===== config.mk =====
export PLATFORM = sky130hd
export DESIGN_NAME = gsim_x_drain_flat
export DESIGN_NICKNAME = d
export VERILOG_FILES = /design/src/rtl/gsim_x_drain_pkg.sv /design/src/rtl/gsim_x_drain_if.sv /design/src/rtl/gsim_x_buf.sv /design/src/rtl/gsim_x_drain.sv /design/src/flat_wrapper.sv
export SDC_FILE = /design/constraint.sdc
export NUM_CORES = 1
export LEC_CHECK = 0
export CORE_ASPECT_RATIO = 1.1
export CORE_MARGIN = 3
export CORE_UTILIZATION = 40
export DETAILED_ROUTE_END_ITERATION = 8
export PLACE_DENSITY = 0.65
export SLEW_MARGIN = 20
export SYNTH_ARGS = -nofsm -noshare
export SYNTH_HDL_FRONTEND = slang
export SYNTH_SLANG_ARGS = --single-unit

===== constraint.sdc =====
create_clock -name clk -period 3.9 [get_ports clk]
set_input_delay 0.39 -clock clk [delete_from_list [all_inputs] [get_ports clk]]
set_output_delay 0.39 -clock clk [all_outputs]
set_load 0.02 [all_outputs]

===== src/rtl/gsim_x_drain_pkg.sv =====
// Shared Gauss-Seidel solver definitions: vector geometry defaults, Q16.16 format,
// and the drain-stage state encoding.
package gsim_x_drain_pkg;

    localparam int unsigned N_DEF       = 16;
    localparam int unsigned XW_DEF      = 32;
    localparam int unsigned OW_DEF      = 16;
    localparam int unsigned Q_FRAC_BITS = 16;

    typedef enum logic [1:0] {
        ST_IDLE    = 2'd0,
        ST_COLLECT = 2'd1,
        ST_DRAIN   = 2'd2
    } state_e;

endpackage


===== src/rtl/gsim_x_drain_if.sv =====
// Solver-side capture and consumer-side ready/valid signals of the x-vector drain stage.
interface gsim_x_drain_if
    import gsim_x_drain_pkg::*;
#(
    parameter int unsigned XW = XW_DEF,
    parameter int unsigned OW = OW_DEF
) ();

    logic          x_valid;
    logic [XW-1:0] x_in;
    logic          o_ready;
    logic          o_valid;
    logic [OW-1:0] o_data;
    logic          o_last;
    logic          busy;
    logic          overflow;

    // Drain stage side
    modport slave (
        input  x_valid, x_in, o_ready,
        output o_valid, o_data, o_last, busy, overflow
    );

    // Solver + consumer side
    modport master (
        output x_valid, x_in, o_ready,
        input  o_valid, o_data, o_last, busy, overflow
    );

endinterface


===== src/rtl/gsim_x_buf.sv =====
// N x XW register file: one synchronous write port, one asynchronous read port.
module gsim_x_buf
    import gsim_x_drain_pkg::*;
#(
    parameter int unsigned N  = N_DEF,
    parameter int unsigned XW = XW_DEF,
    parameter int unsigned AW = 4
) (
    input  logic          clk,
    input  logic          we,
    input  logic [AW-1:0] waddr,
    input  logic [XW-1:0] wdata,
    input  logic [AW-1:0] raddr,
    output logic [XW-1:0] rdata
);

    logic [XW-1:0] mem_q [N];

    // Contents are don't-care after reset, so no reset on the array
    always_ff @(posedge clk) begin
        if (we) begin
            mem_q[waddr] <= wdata;
        end
    end

    assign rdata = mem_q[raddr];

endmodule


===== src/rtl/gsim_x_drain.sv =====
// Captures one N-word solver vector, then re-serialises it as upper/lower half-words
// over ready/valid; solver words arriving during the drain are dropped and flagged.
module gsim_x_drain
    import gsim_x_drain_pkg::*;
#(
    parameter int unsigned N  = N_DEF,
    parameter int unsigned XW = XW_DEF,
    parameter int unsigned OW = OW_DEF
) (
    input  logic          clk,
    input  logic          reset,
    gsim_x_drain_if.slave bus
);

    localparam int unsigned   AW       = (N > 1) ? $clog2(N) : 1;
    localparam logic [AW-1:0] LAST_IDX = AW'(N - 1);

    state_e        state_q, state_d;
    logic [AW-1:0] wr_cnt_q, wr_cnt_d;
    logic [AW-1:0] rd_idx_q, rd_idx_d;
    logic          hi_q, hi_d;
    logic          overflow_q, overflow_d;
    logic          buf_we;
    logic [XW-1:0] buf_rdata;
    logic [OW-1:0] half_sel;

    gsim_x_buf #(
        .N  (N),
        .XW (XW),
        .AW (AW)
    ) u_buf (
        .clk   (clk),
        .we    (buf_we),
        .waddr (wr_cnt_q),
        .wdata (bus.x_in),
        .raddr (rd_idx_q),
        .rdata (buf_rdata)
    );

    always_ff @(posedge clk or negedge reset) begin
        if (!reset) begin
            state_q    <= ST_IDLE;
            wr_cnt_q   <= '0;
            rd_idx_q   <= '0;
            hi_q       <= 1'b1;
            overflow_q <= 1'b0;
        end else begin
            state_q    <= state_d;
            wr_cnt_q   <= wr_cnt_d;
            rd_idx_q   <= rd_idx_d;
            hi_q       <= hi_d;
            overflow_q <= overflow_d;
        end
    end

    always_comb begin
        state_d    = state_q;
        wr_cnt_d   = wr_cnt_q;
        rd_idx_d   = rd_idx_q;
        hi_d       = hi_q;
        overflow_d = overflow_q;
        buf_we     = 1'b0;

        case (state_q)
            ST_IDLE, ST_COLLECT: begin
                if (bus.x_valid) begin
                    buf_we = 1'b1;
                    if (wr_cnt_q == LAST_IDX) begin
                        state_d  = ST_DRAIN;
                        wr_cnt_d = '0;
                    end else begin
                        state_d  = ST_COLLECT;
                        wr_cnt_d = wr_cnt_q + AW'(1);
                    end
                end
            end
            ST_DRAIN: begin
                // No input back-pressure exists, so a word arriving now is lost
                if (bus.x_valid) begin
                    overflow_d = 1'b1;
                end
                if (bus.o_ready) begin
                    if (hi_q) begin
                        hi_d = 1'b0;
                    end else if (rd_idx_q == LAST_IDX) begin
                        state_d  = ST_IDLE;
                        rd_idx_d = '0;
                        hi_d     = 1'b1;
                    end else begin
                        hi_d     = 1'b1;
                        rd_idx_d = rd_idx_q + AW'(1);
                    end
                end
            end
            default: begin
                state_d = ST_IDLE;
            end
        endcase
    end

    assign half_sel = hi_q ? buf_rdata[XW-1:OW] : buf_rdata[OW-1:0];

    // Outputs decode registered state only; o_data is forced to zero outside DRAIN
    assign bus.o_valid  = (state_q == ST_DRAIN);
    assign bus.o_data   = (state_q == ST_DRAIN) ? half_sel : '0;
    assign bus.o_last   = (state_q == ST_DRAIN) && (rd_idx_q == LAST_IDX) && !hi_q;
    assign bus.busy     = (state_q != ST_IDLE);
    assign bus.overflow = overflow_q;

endmodule


===== src/flat_wrapper.sv =====
// flat-port wrapper written by rule: the top's interface ports become plain ports
module gsim_x_drain_flat import gsim_x_drain_pkg::*;
#(
    parameter int unsigned N  = N_DEF,
    parameter int unsigned XW = XW_DEF,
    parameter int unsigned OW = OW_DEF
)
  (clk, reset, bus_x_valid, bus_x_in, bus_o_ready, bus_o_valid, bus_o_data, bus_o_last, bus_busy, bus_overflow);
  gsim_x_drain_if #(.XW(XW), .OW(OW)) bus_i ();
  input  logic clk;
  input  logic reset;
  input wire logic [$bits(bus_i.x_valid)-1:0] bus_x_valid;
  input wire logic [$bits(bus_i.x_in)-1:0] bus_x_in;
  input wire logic [$bits(bus_i.o_ready)-1:0] bus_o_ready;
  output wire logic [$bits(bus_i.o_valid)-1:0] bus_o_valid;
  output wire logic [$bits(bus_i.o_data)-1:0] bus_o_data;
  output wire logic [$bits(bus_i.o_last)-1:0] bus_o_last;
  output wire logic [$bits(bus_i.busy)-1:0] bus_busy;
  output wire logic [$bits(bus_i.overflow)-1:0] bus_overflow;
  assign bus_i.x_valid = bus_x_valid;
  assign bus_i.x_in = bus_x_in;
  assign bus_i.o_ready = bus_o_ready;
  assign bus_o_valid = bus_i.o_valid;
  assign bus_o_data = bus_i.o_data;
  assign bus_o_last = bus_i.o_last;
  assign bus_busy = bus_i.busy;
  assign bus_overflow = bus_i.overflow;
  gsim_x_drain #(.N(N), .XW(XW), .OW(OW)) u_core (.clk(clk), .reset(reset), .bus(bus_i));
endmodule

Word-level counts from Yosys, hierarchy flattened
Memory sizes are Yosys's and may differ from the RTL's.
Cells that the tools add are included.
- bits of input ports: 36
- memories kept: 1
- memory bits (writable): 512
- bits in latches: 0
- memory bits (read-only): 0
- register bits: 12
- memories (name ; words ; bits a word ; read ports ; clocked after Yosys merged registers in ; write ports ; line ; RTL):
    u_core.u_buf.mem_q ; 16 ; 32 ; 1 ; 0 ; 1 ; gsim_x_buf.sv:17 ; logic [XW-1:0] mem_q [N];
- shifts and indexed selects: 0
- reductions and logical operators: 11
- bitwise operators: 1
- $mul: 0
- $add $sub $neg: 2
- eq/ne operators: 8
- $lt $le $gt $ge: 0
- multiplexer cells: 15
- div/mod/pow operators: 0
- operator list (cell ; number):
    $mux W16 ; 2
    $mux W2 ; 5
    $add A4 B1 Y4 const B ; 2
    $eq A4 B4 Y1 const B ; 2
    $mux W4 ; 2
    $ne A2 B2 Y1 const B ; 3
    $reduce_and A2 Y1 ; 3
    $mux W1 ; 5
    $pmux W2 S2 ; 1
    $reduce_and A4 Y1 ; 1
    $reduce_and A3 Y1 ; 1
    $eq A2 B1 Y1 const B ; 1
    $eq A2 B2 Y1 const B ; 1
    $logic_and A1 B1 Y1 ; 2
    $logic_not A2 Y1 ; 1
    $ne A2 B1 Y1 const B ; 1
    $reduce_bool A2 Y1 ; 1
    $reduce_or A2 Y1 ; 1
    $logic_not A1 Y1 ; 1
    $not A1 Y1 ; 1

Longest topological paths before layout
Gate-level depths: netlist (run 1).
- word-level depth: 5
- depth in mapped cells: 7

Hierarchy
Synthesis (run 1) repeated with hierarchy kept, for this count alone.
- cells, all modules: 893
- area, all modules: 20010.4 sq um
- modules (own cells, without submodules) (module ; instances ; cells an instance ; sequential area each (sq um) ; area an instance (sq um)):
    gsim_x_buf ; 1 ; 806 ; 15374.7 ; 19194.7
    gsim_x_drain ; 1 ; 87 ; 301.5 ; 815.8

Least setup slack after synthesis (run 1)
No wires, ideal clock.
- kind: input-to-reg
- from: input bus_x_valid
- to: memory u_core.u_buf.mem_q[3][0] (netlist name), enable pin
- arrival time: 3163 ps
- stages: 4
- path slack: 276 ps
- buffers on the path: 1
- path through: nor2b_1 -> clkbuf_1 -> nand2_1 -> nor3_1
- cells in the longest elaborated chain, start to end: 4
- RTL lines (item ; line ; RTL):
    start, declared ; flat_wrapper.sv:12 ; input wire logic [$bits(bus_i.x_valid)-1:0] bus_x_valid;
    $mux W1 ; gsim_x_drain.sv:66 ; if (bus.x_valid) begin
    $mux W1 ; gsim_x_drain.sv:64 ; case (state_q)
    $mux W1 ; gsim_x_buf.sv:21 ; if (we) begin
    $mux W1 (implied by the code) ; gsim_x_buf.sv:22 ; mem_q[waddr] <= wdata;
    end, declared ; gsim_x_buf.sv:17 ;
No other way between the ends.

Worst setup path after layout (run 1)
- from: register u_core.rd_idx_q[0]
- to: output bus_o_data[4]
- cells in the longest elaborated chain, start to end: 3
- RTL lines (item ; line ; RTL):
    start, declared ; gsim_x_drain.sv:20 ; logic [AW-1:0] rd_idx_q, rd_idx_d;
    start signal, assigned ; gsim_x_drain.sv:50 ; rd_idx_q <= rd_idx_d;
    $mem_v2 Z16 W32 ; n/a ;
    $mux W16 ; gsim_x_drain.sv:101 ; assign half_sel = hi_q ? buf_rdata[XW-1:OW] : buf_rdata[OW-1:0];
    $mux W16 ; gsim_x_drain.sv:105 ; assign bus.o_data = (state_q == ST_DRAIN) ? half_sel : '0;
    end, declared ; flat_wrapper.sv:16 ; output wire logic [$bits(bus_i.o_data)-1:0] bus_o_data;
No other way between the ends.

==> results of run 1 <==
==> report_power, final <==
part / switching [uW] / internal (uW) / leakage [uW] / total (uW)
logic: 783 / 337 / 0.00307 / 1120
registers: 126 / 6660 / 0.00477 / 6790
clock network: 1940 / 2720 / 0.000776 / 4660
total: 2850 / 9720 / 0.00862 / 12600
==> final timing paths <==
path | from | endpoint | slack [ns] | cells past startpoint
hold reg to reg | u_core.bus.overflow | u_core.bus.overflow | 0.45 | 1
min in group clk | bus_o_ready | u_core.hi_q | 0.44 | 3
max in group asynchronous | reset | u_core.rd_idx_q[2] | 3.24 | 1
setup / recovery | u_core.rd_idx_q[0] | bus_o_data[4] | 0.16 | 7
hold / removal | reset | u_core.wr_cnt_q[0] | 0.21 | 1
setup reg to reg | u_core.state_q[1] | u_core.u_buf.mem_q[3][17] | 1.42 | 4
==> logic make-up (layout without fill, tap and decap cells) <==
kind of cell | after synthesis | count (layout) | share of synthesized area [%]
XOR/XNOR | 3 | 3 | 0.128
flip-flops | 524 | 524 | 76.5
multiplexers | 255 | 255 | 12.6
AND/OR/NAND/NOR | 132 | 132 | 3.26
adder cells (fa/ha/maj) | 5 | 5 | 0.305
AO/OA/AOI/OAI | 139 | 139 | 5.39
other | 0 | 2 | 0
buffers and inverters | 75 | 194 | 1.78
==> critical path, stage by stage (launching register included) <==
cell	delay (ns)
dfrtp_4	0.55
buf_16	0.35
buf_4	0.33
mux2i_1	0.10
a22oi_1	0.44
nand3_1	0.16
nand4_1	0.15
clkdlybuf4s50_1	0.61
==> cell usage after synthesis (9+ instances only) <==
master,n,share of area [%]
a221oi_2,9,0.66
a22oi_1,108,4.0
buf_2,40,0.98
clkbuf_1,23,0.42
dfrtp_1,11,1.3
edfxtp_1,512,75
mux2i_1,251,12
nand2_1,26,0.48
nand3_1,52,1.3
nand4_1,16,0.49
nor2_1,15,0.27
==> what timing repair did <==
action / in CTS / in global routing
pin swaps: 0 / 0
resized for setup: 1 / 2
setup endpoints to repair: 3 / 1
buffers inserted: 0 / 0
==> registers in the layout, indices dropped and copies added (netlist names) <==
signal and count:
u_core.bus.overflow 1, u_core.hi_q 1, u_core.rd_idx_q 4, u_core.state_q 2
u_core.u_buf.mem_q 512, u_core.wr_cnt_q 4
==> area by class of cell <==
class / count / share of cell area, %
repair buffers: 99 / 4.02
inverters: 5 / 0.0794
flip-flops and latches: 524 / 66.3
clock inverters: 28 / 1.11
well taps: 660 / 3.49
diodes: 2 / 0.0212
clock buffers: 62 / 5.57
multi-input cells: 534 / 19.4
==> metrics by stage <==
step | power, uW | cell area [sq um] | hold slack [ns]
after floorplan | 7510 | 20500 | 0.0944
after global placement | 8000 | 22100 | 0.453
after detailed placement | 8040 | 22100 | 0.446
after CTS | 12700 | 23600 | 0.202
after global routing | 13000 | 23600 | 0.247
final | 12600 | 23700 | 0.214
==> layer usage <==
| metal | up-vias | part of all wire, % | global-route usage (%) |
|---|---|---|---|
| met5 | - | 0.087 | 0 |
| met4 | 8 | 2.0 | 4.54 |
| met3 | 71 | 5.7 | 3.39 |
| met2 | 277 | 49 | 29.0 |
| met1 | 5448 | 43 | 23.7 |
| li1 | 4717 | - | - |
==> flow_metrics.tcl, run 1 <==
set metrics [dict create \
    antenna_found_initial 9 \
    final_cell_mix "edfxtp_1, mux2i_1, a22oi_1" \
    area_growth_pct 15.5 \
    setup_slack_ns 0.165 \
    dp_hpwl_mm 27.3 \
    dp_cells 1822 \
    cts_tree "built" \
    wirelength_mm 47.3 \
    grt_pass1_vias 10700 \
    cp.arrival_ns 3.35 \
    syn_area_sq_um 20500 \
    cts_root_buf "clkbuf_16" \
    coreArea_sq_um 50400 \
    end_kind "output port" \
    avgSynthCellArea_sq_um 18.1 \
    final_cell_count_no_fill 1914 \
    power_density_nw_per_um2 531 \
    pin_count 56 \
    grt_remaining_overflow 0 \
    cts_made_buffers 49 \
    grt_pass1_wl_mm 70.5 \
    hold_viol 0 \
    multiInputGateArea_sq_um 4590 \
    firstDrtPassIters 7 \
    num_vias 10500 \
    max_cap_violations 0 \
    clkLatencyLatePin_ns 0.56 \
    p_leak_uw 0.00862 \
    fin_crit_sh_pct 95.8 \
    routedWlPerCell_um 24.7 \
    rsz0062_at_grt "no" \
    drt_iter0_drc 1050 \
    place_ws_ns 0.485 \
    tns_ns 0 \
    initial_utilization_pct 40.7 \
    drive_gt1_share_pct 12.2 \
    finalClockSkew_ns 0.0148 \
    ctsHoldBuffers 0 \
    fmax_mhz 268 \
    die-height_um 243 \
    drcViolationCount 0 \
    relSlewSlack_pct 37.5 \
    grt_max_degree 90 \
    fin_util_pct 47.0 \
    hold_class "in -> async" \
    io_buffers 55 \
    layout_commonest_cell "edfxtp_1" \
    routabilityCongestion 0.759 \
    clkTransAtPathRegs_ns 0.06 \
    worstPathMaxFanout 61 \
    dieArea_sq_um 54000 \
    post_drt_via_cell_ratio 5.50 \
    synthCells 1133 \
    ys_seq_area_share_pct 76.5 \
    status "completed" \
    vdd_drop_max_mv 0.392 \
    grt.total_usage_pct 17.4 \
    ant_nets 0 \
    start_kind "register" \
    worstPathRequired_ns 3.51 \
    dieWidth_um 222 \
    synth_nets 1174 \
    seq_area_sq_um 15700 \
    synth-edff-count 512 \
    async_flop_share_pct 2.29 \
    setup_violations 0 \
    slew_violations 0 \
    worstMarginPinSlew_ns 0.924 \
    finalCriticalPeriod_ns 3.74 \
    clock-sinks 524 \
    ys.flop_type "edfxtp_1" \
    synth_cell_types 41 \
    rows 86 \
    yosysWarnings 0 \
    clockBufferDepth 3 \
    crit_type "reg -> out" \
    fill_cells 4159 \
    fin_nets 1254 \
    cts_max_level 2 \
    synth_seq_cells 524 \
]
Note: power is estimated with default switching activity, not from simulation.
==> run 2, diff against run 1 <==
- CORE_ASPECT_RATIO: 1.1 -> 1.4
- PLACE_DENSITY: 0.65 -> 0.57
==> flow_metrics.tcl, run 2 (same netlist as run 1, synthesis figures left out) <==
set metrics [dict create \
    die-height_um 274 \
    n_antenna_cell 0 \
    drt-met1-wl_mm 20.5 \
    drt_iter0_drc 837 \
    tns_ns 0 \
    hold_viol 0 \
    setup_violations 0 \
    routedWlPerCell_um 26.1 \
    drive_gt1_share_pct 12.1 \
    clock-sinks 524 \
    relSlewSlack_pct 29.4 \
    start_kind "register" \
    fin_crit_sh_pct 93.6 \
    met2_length_mm 25.4 \
    crit_type "reg -> out" \
    top_layer_used "met5" \
    clkLatencyLatePin_ns 0.57 \
    fin_nets 1256 \
    multiInputGateArea_sq_um 4580 \
    place_area_sq_um 22200 \
    num_vias 10600 \
    max_cap_violations 0 \
    io_buffers 55 \
    slowest_stage "dfrtp_4" \
    dieArea_sq_um 54000 \
    hold_class "in -> async" \
    reg2reg_from "u_core.state_q[1]" \
    reg_top3 "u_core.u_buf.mem_q (512), u_core.rd_idx_q (4), u_core.wr_cnt_q (4)" \
    worstPathCellList "buf_12 > buf_12 > mux2i_1 > a22oi_1 > nand3_1 > nand4_1 > clkdlybuf4s50_1" \
    reg2reg_depth 4 \
    clkTransAtPathRegs_ns 0.06 \
    status "completed" \
    cts_setup_buffers 0 \
    power_density_nw_per_um2 525 \
    ctsHoldBuffers 0 \
    cts_root_buf "clkbuf_16" \
    largest_register_ffs 512 \
    firstDrtPassIters 5 \
    max_stage_delay_ns 0.69 \
    pin_count 56 \
    dp_cells 1808 \
    initial_utilization_pct 40.7 \
    grt.total_usage_pct 18.3 \
    final_cell_count_no_fill 1896 \
    worstPathMaxFanout 30 \
    fmax_mhz 274 \
    grt_max_degree 45 \
    vdd_drop_max_mv 0.307 \
    antenna_found_initial 2 \
    seq_area_sq_um 15700 \
    wirelength_mm 49.5 \
    worstReg2RegEnd "u_core.u_buf.mem_q[5][12]" \
    worstPathRequired_ns 3.51 \
    worstSetupStartpoint "u_core.rd_idx_q[0]" \
    area_growth_pct 15.4 \
    final_cell_mix "edfxtp_1, mux2i_1, a22oi_1" \
    cts_max_level 2 \
    cts_resized 0 \
    rrSetupSlack_ns 1.30 \
    worstMarginPinSlew_ns 1.04 \
    finalClockSkew_ns 0.0194 \
    fill_cells 4211 \
    cts_tree "built" \
    routabilityCongestion 0.735 \
    end_kind "output port" \
    dp_hpwl_mm 28.6 \
    ant_nets 0 \
    total_power_uw 12400 \
    p_leak_uw 0.00861 \
    regMostFlops "u_core.u_buf.mem_q" \
    grt_pass1_vias 11100 \
    grt_pass1_wl_mm 73.1 \
    dieWidth_um 197 \
    grt_remaining_overflow 0 \
    wl_met3_mm 2.18 \
    hold_slack_ns 0.245 \
    design_area_sq_um 23600 \
    clockBufferDepth 3 \
    coreArea_sq_um 50400 \
    rsz0062_at_grt "no" \
    finalCriticalPeriod_ns 3.65 \
    critical_path.most_common_cell "buf_12" \
    slew_violations 0 \
    layout_commonest_cell "edfxtp_1" \
    cp.arrival_ns 3.26 \
    rows 97 \
    drcViolationCount 0 \
    cts_made_buffers 48 \
    post_drt_via_cell_ratio 5.57 \
    crit_end "bus_o_data[5]" \
]
[run 2: per-stage QoR]
| stage | setup slack (ns) | utilization (%) |
|---|---|---|
| 5_1_grt | 0.100 | 46.9 |
| 6_report | 0.252 | 46.9 |
| 2_1_floorplan | 0.276 | - |
| 3_3_place_gp | 0.795 | 44.0 |
| 3_5_place_dp | 0.737 | 44.0 |
| 4_1_cts | 0.250 | 46.9 |
[run 2: worst min-delay path by stage]
| stage | slack [ns] | depth (start not counted) | end | start |
|---|---|---|---|---|
| final | 0.25 | 1 | u_core.bus.overflow | reset |
| after CTS | 0.24 | 1 | u_core.bus.overflow | reset |
| after global placement | 0.44 | 1 | u_core.bus.overflow | u_core.bus.overflow |
| after detailed placement | 0.44 | 1 | u_core.bus.overflow | u_core.bus.overflow |
| after global routing | 0.28 | 1 | u_core.state_q[0] | reset |
| after floorplan | 0.09 | 0 | u_core.bus.overflow | reset |
[run 2: worst max-delay path, delay by kind of cell (launching register included)]
| kind | cells | cell delay, ns |
|---|---|---|
| AOI/OAI and AO/OA | 1 | 0.35 |
| buffers and inverters | 3 | 1.15 |
| DFF | 1 | 0.69 |
| muxes | 1 | 0.11 |
| and+or+nand+nor | 2 | 0.31 |
[run 2: final cells by class]
type / instances / share of cell area, %
Inverter: 5 / 0.0794
Clock inverter: 30 / 0.852
Timing Repair Buffer: 102 / 4.51
Multi-Input combinational cell: 534 / 19.4
Sequential cell: 524 / 66.4
Clock buffer: 58 / 5.42
Tap cell: 643 / 3.40
[run 2: per-layer routing]
| metal | up-vias | track usage (%) |
|---|---|---|
| met4 | 2 | 6.04 |
| met3 | 85 | 2.71 |
| li1 | 4729 | - |
| met1 | 5464 | 23.3 |
| met2 | 279 | 32.1 |
| met5 | - | 0 |
[run 2: where the power goes]
group | total (uW) | switching (uW) | leakage [uW] | internal (uW)
clock network | 4470 | 2000 | 0.000724 | 2470
logic | 1140 | 782 | 0.00312 | 354
registers | 6800 | 137 | 0.00477 | 6660
==> run 3, diff against run 2 <==
- PLACE_DENSITY: 0.57 -> not set
- PLACE_DENSITY_LB_ADDON: not set -> 0.3
- RECOVER_POWER: not set -> 25
==> flow_metrics.tcl, run 3 (same netlist as run 1, synthesis figures left out) <==
set metrics [dict create \
    status "completed" \
    pin_count 56 \
    clkTransAtPathRegs_ns 0.06 \
    finalClockSkew_ns 0.00984 \
    drt_iter0_drc 726 \
    slew_violations 0 \
    cp.arrival_ns 3.35 \
    num_vias 10500 \
    grt_pass1_wl_mm 72.9 \
    max_cap_violations 0 \
    regMostFlops "u_core.u_buf.mem_q" \
    grt_pass1_vias 10700 \
    post_drt_via_cell_ratio 5.52 \
    ant_nets 0 \
    io_buffers 55 \
    initial_utilization_pct 40.7 \
    cts_max_level 2 \
    setup_violations 0 \
    worstPathMaxFanout 16 \
    clkLatencyLatePin_ns 0.57 \
    finalCriticalPeriod_ns 3.74 \
    die-height_um 274 \
    fin_nets 1262 \
    fin_crit_sh_pct 95.9 \
    cts_made_buffers 48 \
    hold_class "in -> async" \
    routedWlPerCell_um 26.1 \
    slowest_stage "dfrtp_1" \
    clockBufferDepth 3 \
    p_leak_uw 0.00865 \
    rsz0062_at_grt "no" \
    worstPathRequired_ns 3.51 \
    rows 97 \
    max_stage_delay_ns 0.77 \
    crit_type "reg -> out" \
    worstPathCellList "nor2b_4 > buf_4 > a22oi_1 > nand3_1 > nand4_1 > clkdlybuf4s50_1" \
    vdd_drop_max_mv 0.357 \
    dp_cells 1813 \
    coreArea_sq_um 50400 \
    tns_ns 0 \
    power_density_nw_per_um2 529 \
    area_growth_pct 15.6 \
    largest_register_ffs 512 \
    dieArea_sq_um 54000 \
    final_cell_count_no_fill 1904 \
    cts_tree "built" \
    crit_family "buffers and inverters" \
    path_buf_inv 2 \
    start_kind "register" \
    firstDrtPassIters 5 \
    drive_gt1_share_pct 12.6 \
    fmax_mhz 267 \
    grt.total_usage_pct 18.4 \
    routabilityCongestion 0.791 \
    end_kind "output port" \
    antenna_found_initial 2 \
    reg_top3 "u_core.u_buf.mem_q (512), u_core.rd_idx_q (4), u_core.wr_cnt_q (4)" \
    clock-sinks 524 \
    final_cell_mix "edfxtp_1, mux2i_1, a22oi_1" \
    worstMarginPinSlew_ns 0.891 \
    dp_hpwl_mm 30.2 \
    grt_max_degree 66 \
    hold_viol 0 \
    wirelength_mm 49.7 \
    layout_commonest_cell "edfxtp_1" \
    ctsHoldBuffers 0 \
    grt_remaining_overflow 0 \
    relSlewSlack_pct 39.8 \
    drcViolationCount 0 \
    cts_root_buf "clkbuf_16" \
    dieWidth_um 197 \
]
[run 3: changes by cell type in the layout (fill, tap and decap cells not counted), sizes merged, moves of 3 or more]
cell,previous run,this run
clkinv,26,23
clkdlybuf4s50,55,37
buf,47,52
dlygate4sd3,0,18
[run 3: layout make-up]
| cell class | count | area, sq um |
|---|---|---|
| clock buffer | 59 | 1260 |
| tap | 643 | 805 |
| fill | 4182 | 26700 |
| multi-input combinational | 535 | 4590 |
| sequential | 524 | 15700 |
| inverter | 5 | 18.8 |
| antenna | 2 | 5.00 |
| clock inverter | 29 | 243 |
| timing repair buffer | 107 | 1070 |
[run 3: worst paths after layout]
kind,startpoint,to,slack (ns),depth (start not counted)
min reg2reg,u_core.bus.overflow,u_core.bus.overflow,0.46,1
min in group clk,u_core.bus.overflow,u_core.bus.overflow,0.46,1
max reg2reg,u_core.state_q[1],u_core.u_buf.mem_q[3][28],1.26,4
min,reset,u_core.rd_idx_q[1],0.28,1
max,u_core.rd_idx_q[1],bus_o_data[9],0.16,6
max in group asynchronous,reset,u_core.rd_idx_q[2],3.16,1
[run 3: power breakdown]
part           switching (uW)  leakage, uW  internal (uW)  total (uW)
Clock                    2000     0.000746           2570        4570
Combinational             799      0.00313            361        1160
Sequential                141      0.00477           6660        6800
Total                    2940      0.00865           9590       12500
[run 3: metal layers]
layer	vias up	share of wire (%)	global-route usage, %
li1	4741	-	-
met5	-	0	0
met1	5456	39	22.7
met2	239	54	33.9
met4	0	2.2	4.90
met3	72	3.9	2.18
[run 3: repair_timing]
item                                    in CTS  in global routing
setup buffers                                0                  0
cloned                                       0                  1
gates resized for setup                      1                  0
endpoints found under the setup margin       1                  2
[run 3: metrics by stage]
step,util (%),setup WS [ns],power [uW],cell area [sq um],hold slack (ns)
floorplan,-,0.276,7510,20500,0.0944
global placement,44.0,0.584,8070,22200,0.439
detailed placement,44.0,0.582,8100,22200,0.450
CTS,47.0,0.111,12600,23700,0.197
global route,47.0,0.0313,12900,23700,0.300
finish,47.0,0.161,12500,23700,0.278
